## config.mk

```make
export PLATFORM = sky130hd
export DESIGN_NAME = lms_canceller
export DESIGN_NICKNAME = d
export VERILOG_FILES = /design/src/rtl/lms_canceller.sv
export SDC_FILE = /design/constraint.sdc
export NUM_CORES = 2
export LEC_CHECK = 0
export BUFFER_PORTS_ARGS = -buffer_cell sky130_fd_sc_hd__buf_4
export CAP_MARGIN = 0
export CORE_UTILIZATION = 63
export CTS_BUF_LIST = sky130_fd_sc_hd__clkbuf_4 sky130_fd_sc_hd__clkbuf_8
export DETAILED_ROUTE_END_ITERATION = 8
export PLACE_DENSITY = 0.8
export SLEW_MARGIN = 10
export SYNTH_ARGS = -nofsm -noshare
export SYNTH_HDL_FRONTEND = slang
export SYNTH_SLANG_ARGS = --single-unit
```

## constraint.sdc

```tcl
create_clock -name clk -period 12.45 [get_ports clk]
set_input_delay 0.6225 -clock clk [delete_from_list [all_inputs] [get_ports clk]]
set_output_delay 0.6225 -clock clk [all_outputs]
set_load 0.05 [all_outputs]
```

## src/rtl/lms_canceller.sv

```systemverilog
// rtl/lms_canceller.sv - adaptive LMS hum canceller: TAPS-tap FIR then LMS update on one shared multiplier
// Optional feature macro: LMS_FREEZE_EN adds a freeze input that holds the weights.
module lms_canceller #(
  parameter int TAPS     = 8,
  parameter int MU_SHIFT = 10
) (
  input  logic               clk,
  input  logic               reset,
  input  logic               in_valid,
  input  logic signed [23:0] d_in,
  input  logic signed [23:0] ref_in,
`ifdef LMS_FREEZE_EN
  input  logic               freeze,
`endif
  output logic               in_ready,
  output logic signed [23:0] data_out,
  output logic               out_valid,
  output logic               overrun
);

  localparam int KW = (TAPS > 1) ? $clog2(TAPS) : 1;
  localparam logic [KW-1:0] K_LAST = KW'(TAPS - 1);
  localparam int UPD_SHIFT = 23 + MU_SHIFT;

  typedef enum logic [1:0] {IDLE, FILTER, ERR, UPDATE} state_t;

  state_t             state_q, state_d;
  logic [KW-1:0]      k_q, k_d;
  logic signed [23:0] x_q [TAPS];
  logic signed [23:0] x_d [TAPS];
  logic signed [23:0] w_q [TAPS];
  logic signed [23:0] w_d [TAPS];
  logic signed [53:0] acc_q, acc_d;
  logic signed [23:0] dlat_q, dlat_d;
  logic signed [23:0] e_q, e_d;
  logic signed [23:0] data_out_q, data_out_d;
  logic               out_valid_q, out_valid_d;
  logic               overrun_q, overrun_d;

  logic               frz;
  logic signed [23:0] mul_a;
  logic signed [23:0] x_k;
  logic signed [47:0] prod;
  logic signed [53:0] prod_x;
  logic signed [23:0] y_sat;
  logic signed [53:0] diff;
  logic signed [23:0] e_new;
  logic signed [53:0] w_sum;
  logic signed [23:0] w_new;

  function automatic logic signed [53:0] sx(input logic signed [23:0] v);
    return {{30{v[23]}}, v};
  endfunction

  function automatic logic signed [23:0] sat24(input logic signed [53:0] v);
    if (v > 54'sd8388607)
      return 24'sh7fffff;
    else if (v < -54'sd8388608)
      return 24'sh800000;
    else
      return v[23:0];
  endfunction

`ifdef LMS_FREEZE_EN
  assign frz = freeze;
`else
  assign frz = 1'b0;
`endif

  // The single multiplier sees w[k] while filtering and the error e while updating.
  assign x_k    = x_q[k_q];
  assign mul_a  = (state_q == UPDATE) ? e_q : w_q[k_q];
  assign prod   = mul_a * x_k;
  assign prod_x = {{6{prod[47]}}, prod};

  assign y_sat  = sat24(acc_q >>> 23);
  assign diff   = sx(dlat_q) - sx(y_sat);
  assign e_new  = sat24(diff);

  assign w_sum  = sx(w_q[k_q]) + (prod_x >>> UPD_SHIFT);
  assign w_new  = sat24(w_sum);

  always_comb begin
    state_d     = state_q;
    k_d         = k_q;
    x_d         = x_q;
    w_d         = w_q;
    acc_d       = acc_q;
    dlat_d      = dlat_q;
    e_d         = e_q;
    data_out_d  = data_out_q;
    out_valid_d = 1'b0;
    overrun_d   = overrun_q | (in_valid & (state_q != IDLE));
    case (state_q)
      IDLE: begin
        if (in_valid) begin
          x_d[0] = ref_in;
          for (int i = 1; i < TAPS; i++) x_d[i] = x_q[i-1];
          dlat_d  = d_in;
          acc_d   = '0;
          k_d     = '0;
          state_d = FILTER;
        end
      end
      FILTER: begin
        acc_d = acc_q + prod_x;
        k_d   = k_q + 1'b1;
        if (k_q == K_LAST) begin
          k_d     = '0;
          state_d = ERR;
        end
      end
      ERR: begin
        e_d         = e_new;
        data_out_d  = e_new;
        out_valid_d = 1'b1;
        k_d         = '0;
        state_d     = UPDATE;
      end
      UPDATE: begin
        if (!frz) w_d[k_q] = w_new;
        k_d = k_q + 1'b1;
        if (k_q == K_LAST) begin
          k_d     = '0;
          state_d = IDLE;
        end
      end
      default: state_d = IDLE;
    endcase
  end

  always_ff @(posedge clk) begin
    if (reset) begin
      state_q     <= IDLE;
      k_q         <= '0;
      x_q         <= '{default: '0};
      w_q         <= '{default: '0};
      acc_q       <= '0;
      dlat_q      <= '0;
      e_q         <= '0;
      data_out_q  <= '0;
      out_valid_q <= 1'b0;
      overrun_q   <= 1'b0;
    end else begin
      state_q     <= state_d;
      k_q         <= k_d;
      x_q         <= x_d;
      w_q         <= w_d;
      acc_q       <= acc_d;
      dlat_q      <= dlat_d;
      e_q         <= e_d;
      data_out_q  <= data_out_d;
      out_valid_q <= out_valid_d;
      overrun_q   <= overrun_d;
    end
  end

  assign in_ready  = (state_q == IDLE);
  assign data_out  = data_out_q;
  assign out_valid = out_valid_q;
  assign overrun   = overrun_q;

endmodule

```

# After elaboration in Yosys (flattened, before gate mapping)
# Index checks and enable logic that the tools add are counted.
[word_totals]
regBits = 493
latch_bits = 0
mem_bits_rw = 0
mem_bits_ro = 0
word_cells = 80
memories = 0
[classes]
n_addsub = 4
multipliers = 1
div = 0
n_lt_le_gt_ge = 8
eq_ne = 7
shifts = 0
n_mux = 26
bitwise = 3
n_reduce_logical = 8
[ops]
columns = ["cell", "n"]
rows = [
  ["24-bit 2-to-1 mux", 12],
  ["192-bit bitwise mux", 1],
  ["24-bit binary-select mux with 3-bit select", 2],
  ["54-bit one-hot mux with 2 select lines", 1],
  ["24-bit demux with 3-bit select", 1],
  ["54-bit by 48-bit adder with 54-bit output", 1],
  ["54-bit 2-to-1 mux", 1],
  ["25-bit by 24-bit > comparator with 1-bit output (second input constant)", 2],
  ["25-bit by 24-bit less-than comparator with 1-bit output (second input constant)", 2],
  ["24-bit by 24-bit multiplier with 48-bit output", 1],
  ["31-bit by 24-bit > comparator with 1-bit output (second input constant)", 1],
  ["31-bit by 24-bit less-than comparator with 1-bit output (second input constant)", 1],
  ["24-bit by 15-bit adder with 25-bit output", 1],
  ["24-bit by 24-bit subtractor with 25-bit output", 1],
  ["3-bit one-hot mux with 3 select lines", 1],
  ["2-bit one-hot mux with 4 select lines", 1],
  ["2-bit 2-to-1 mux", 3],
  ["3-bit 2-to-1 mux", 2],
  ["2-bit equality test (second input constant)", 2],
  ["4-bit greater-or-equal comparator (second input constant)", 1],
  ["4-bit by 1-bit less-than comparator with 1-bit output (second input constant)", 1],
  ["2-bit inequality test (second input constant)", 2],
  ["3-bit NOT with 4-bit output", 1],
  ["2-bit AND reduction", 2],
  ["other kinds (12)", 13],
]

# Depth between registers and ports, before layout
[logic_depth]
depth_word = 11
depth_mapped = 53
depth_no_buf = 46

# Worst setup path after synthesis
# No wires, ideal clock.
[synth_path]
path_type = "register to register"
startpoint = "register k_q[0]"
endpoint = "register w_q[142] (netlist bit)"
t_arrival_ps = 11315
required_time_ps = 12333
slack_ps = 1018
stages_incl_launch_ff = 46
path_buffers = 8
cell_sequence = "dfxtp_1 buf_2 buf_2 buf_2 buf_2 buf_2 nor3_1 a21oi_1 nor2_1 nor3_1 clkbuf_1 nand2_1 fa_1 fa_1 inv_1 fa_1 inv_1 fa_1 (+10 left out) nor4b_1 nor3_2 a21oi_1 a21oi_1 o21ai_1 a21oi_1 xnor2_1 ha_1 a21o_1 a21oi_1 nor4b_1 a21o_1 a21oi_2 a311oi_4 or2_1 buf_4 o2111ai_2 a22o_1"
[synth_between]
elab_chain_cells = 11
[synth_lines]
columns = ["element", "line", "rtl"]
rows = [
  ["start, declared", "28", "logic [KW-1:0] k_q, k_d;"],
  ["start signal, assigned", "146", "k_q <= k_d;"],
  ["3-bit NOT with 4-bit output (implied by the code) *", "--", ""],
  ["24-bit binary-select mux with 3-bit select", "72, 80", ""],
  ["24-bit 2-to-1 mux (implied by the code) (2 in a row)", "72, 80", ""],
  ["24-bit 2-to-1 mux", "72", "assign mul_a = (state_q == UPDATE) ? e_q : w_q[k_q];"],
  ["24-bit by 24-bit multiplier with 48-bit output", "73", "assign prod = mul_a * x_k;"],
  ["24-bit by 15-bit adder with 25-bit output", "80", "assign w_sum = sx(w_q[k_q]) + (prod_x >>> UPD_SHIFT);"],
  ["25-bit by 24-bit less-than comparator with 1-bit output", "58", "else if (v < -54'sd8388608)"],
  ["24-bit 2-to-1 mux", "58", ""],
  ["24-bit 2-to-1 mux", "56", "if (v > 54'sd8388607)"],
  ["192-bit bitwise mux *", "121", "if (!frz) w_d[k_q] = w_new;"],
  ["end signal, assigned", "148", "w_q <= w_d;"],
  ["end, declared", "31", "logic signed [23:0] w_q [TAPS];"],
]
# Mark *: on every way between the ends. The rest lies on a longest branch, timed or not. The select of a mux whose other input is x is not followed.
# A chain may end at the register's enable or synchronous reset.

# Final worst setup path
[layout_path]
startpoint = "register k_q[1]"
endpoint = "register w_q[93] (netlist bit)"
# Same word-level chain as after synthesis.

==> metrics.csv <==
metric,value,unit
Die Height,272,µm
IO Pins,78,
DRC Markers,0,
worst r2r src,k_q[1],
Root Driver,clkbuf_8,
Overflow after GRT,0,
min-delay worst type,in -> reg,
Post-Syn Nets,6314,
largest net degree at the start of global routing,108,
DP HPWL,105,mm
"CP delay by family, top",adder cells,
Crit path depth,41,
share of layout cells above drive strength 1,0.116,
Setup TNS,0,ps
final WL,136,mm
Synth Instances,5407,
fmax,83.7,MHz
RSZ-0062 raised after global routing,no,
ys flop type,dfxtp_1,
pwr/cell area,177,mW/mm²
status,completed,
met1 GRT Util,0.502,
Worst Setup SP,k_q[1],
H-tree depth,3,
slowest CP cell,dfxtp_4,
TritonCTS Buffers,80,
global placement routability congestion,0.997,
Placed Area,0.0486,mm²
Worst-Margin Slew,1170,ps
Final nets,6413,
met2 Resource Use GR,0.576,
Layout area overhead,9.61,%
Hold Crit Depth,3,
crit-path most repeated cell,fa_1,
"Hold Violations, Final",0,
die outline width,272,µm
FF-to-FF setup slack,510,ps
slowest cell delay on critical path,630,ps
Max Slew Vio Count,0,
Rows,98,
first-pass GRT wire length,214,mm
synth warn,0,
Avg Inst Size Synth,8.51,µm²
"flops & latches, synth",493,
sequential share of the synthesized area,0.214,
DIE AREA,0.0742,mm²
Tcrit/Tclk final,0.959,
CP Capture Type,flip-flop,
DR WL/cell,20.8,µm
clock tree sinks,493,
clk slew on worst S/H paths,60,ps
ys async rst share,0,
Pleak,22.7,nW
critical path class,reg -> reg,
M3 GR Usage,0.0957,
DR iter-0 viols,3409,
Final ANT Viol Nets,0,
Via Count,38931,
Mapped Area,0.0460,mm²
CTS Buffer Depth,3,
"Arr. time, crit path",12500,ps
I/O Buffers,77,
latest clock arrival within the worst-skew pair,730,ps
Startpoint Class,flip-flop,
Final setup viols,0,
Max-cap violations,0,
CP bufs+invs,8,
Max transition margin,0.216,
hold_sp,d_in[8],
CTS tree,built,
skew final,69.6,ps
CP required,13010,ps
vias in the first global route,38766,
core area,0.0719,mm²
final worst path period need,11940,ps
Starting Density,0.641,
global routing's busiest layer,met2,
Unique masters post-synth,88,
drt via density,5.97,
initial antenna violation count,2,
design area,0.0505,mm²
R2R cell count,41,
worst-path fanout max,47,
DRT Pass-1 Iters,5,
VDD IR max,0.237,mV
"EDFF count, synth",0,
GR Util All Layers,0.372,
[routing by layer]
metal / share of wire / vias up
li1: - / 17681
met1: 0.41 / 19104
met2: 0.45 / 1791
met3: 0.10 / 353
met4: 0.040 / 2
met5: 0.000096 / -
[cells in the mapped netlist (17+ instances only)]
cell type | number | area share
nand2_1 | 900 | 0.073
inv_1 | 638 | 0.052
fa_1 | 610 | 0.27
dfxtp_1 | 493 | 0.21
nor2_1 | 483 | 0.039
a21oi_1 | 436 | 0.047
ha_1 | 246 | 0.067
clkbuf_1 | 228 | 0.019
o21ai_0 | 118 | 0.013
o21ai_1 | 109 | 0.012
mux2i_1 | 105 | 0.023
xnor2_1 | 104 | 0.020
mux2_2 | 92 | 0.023
a22o_1 | 79 | 0.015
nand2b_1 | 69 | 0.0094
a21o_1 | 63 | 0.010
a22oi_1 | 57 | 0.0093
buf_2 | 52 | 0.0057
nor3b_1 | 35 | 0.0057
nand3_1 | 34 | 0.0037
nor3_1 | 34 | 0.0037
and2_1 | 32 | 0.0043
nor2b_1 | 32 | 0.0043
xor2_1 | 32 | 0.0061
o21bai_1 | 29 | 0.0047
o21a_1 | 26 | 0.0042
o22a_1 | 23 | 0.0044
o22ai_1 | 20 | 0.0027
buf_1 | 19 | 0.0015
a31oi_1 | 17 | 0.0023
nand4_1 | 17 | 0.0023
[layout make-up]
| class | instances | area, µm² |
|---|---|---|
| Antenna cell | 1 | 2.50 |
| Clock buffer | 126 | 1580 |
| Clock inverter | 16 | 155 |
| Fill cell | 5702 | 21400 |
| Inverter | 638 | 2390 |
| Multi-Input combinational cell | 3971 | 32700 |
| Sequential cell | 493 | 9880 |
| Tap cell | 950 | 1190 |
| Timing Repair Buffer | 322 | 2540 |
[cell usage in the layout, fill, tap and decap left out, types with 101 or more instances in the layout]
| cell | instances |
|---|---|
| dfxtp_1 | 490 |
| mux2i_1 | 101 |
| fa_1 | 610 |
| inv_1 | 638 |
| nand2_1 | 898 |
| buf_4 | 311 |
| a21oi_1 | 435 |
| clkbuf_8 | 101 |
| ha_1 | 245 |
| nor2_1 | 476 |
| o21ai_1 | 109 |
| o21ai_0 | 118 |
[path summary, 6_finish.rpt]
| check | to |
|---|---|
| setup / recovery | w_q[93] |
| hold / removal | dlat_q[8] |
| setup reg to reg | w_q[93] |
| hold reg to reg | w_q[105] |
[stage by stage]
step,instances,setup WS (ps),hold WS [ps],utilization,total power [mW]
floorplan,5407,1020,417,-,5.47
global placement,6372,428,426,0.677,7.18
detailed placement,6372,267,438,0.677,7.25
CTS,6514,172,116,0.701,8.80
global route,6516,92.1,138,0.702,9.42
finish,6517,510,146,0.702,8.92
[worst register-to-register path, delay by kind of cell (launching register included)]
family                     cells  cell delay, ps
DFF                            1             630
adders and majority gates      9            4250
and+or+nand+nor                7            1640
AOI/OAI and AO/OA             16            3320
xor gates and xnor gates       1             470
buffers and inverters          8            1490
[kinds of logic (layout without fill, tap and decap cells)]
group,Yosys count,after routing,share of synthesized area
flops,493,493,0.214
fa+ha+maj,859,859,0.333
buf+inv,943,1102,0.0788
mux,199,199,0.0463
simple gates,1716,1716,0.159
other cells,0,1,0
xor+xnor,136,136,0.0259
compound gates,1061,1061,0.143
[power by group]
part	switching [mW]	internal, mW
clock	0.696	0.819
combinational	3.57	1.95
sequential	0.196	1.69
[repair_timing]
| action | CTS | global route |
|---|---|---|
| setup endpoints to repair | 0 | 187 |
| gates resized for setup | 0 | 7 |
| buffers inserted | 0 | 2 |
| hold buffers | 0 | 0 |
[flip-flops by register name (all words and copies together), names as in the netlist]
register / flops
state_q: 2
k_q: 3
w_q: 192
dlat_q: 24
acc_q: 54
data_out: 24
x_q: 192
overrun: 1
out_valid: 1
(Power assumes the default switching activity.)
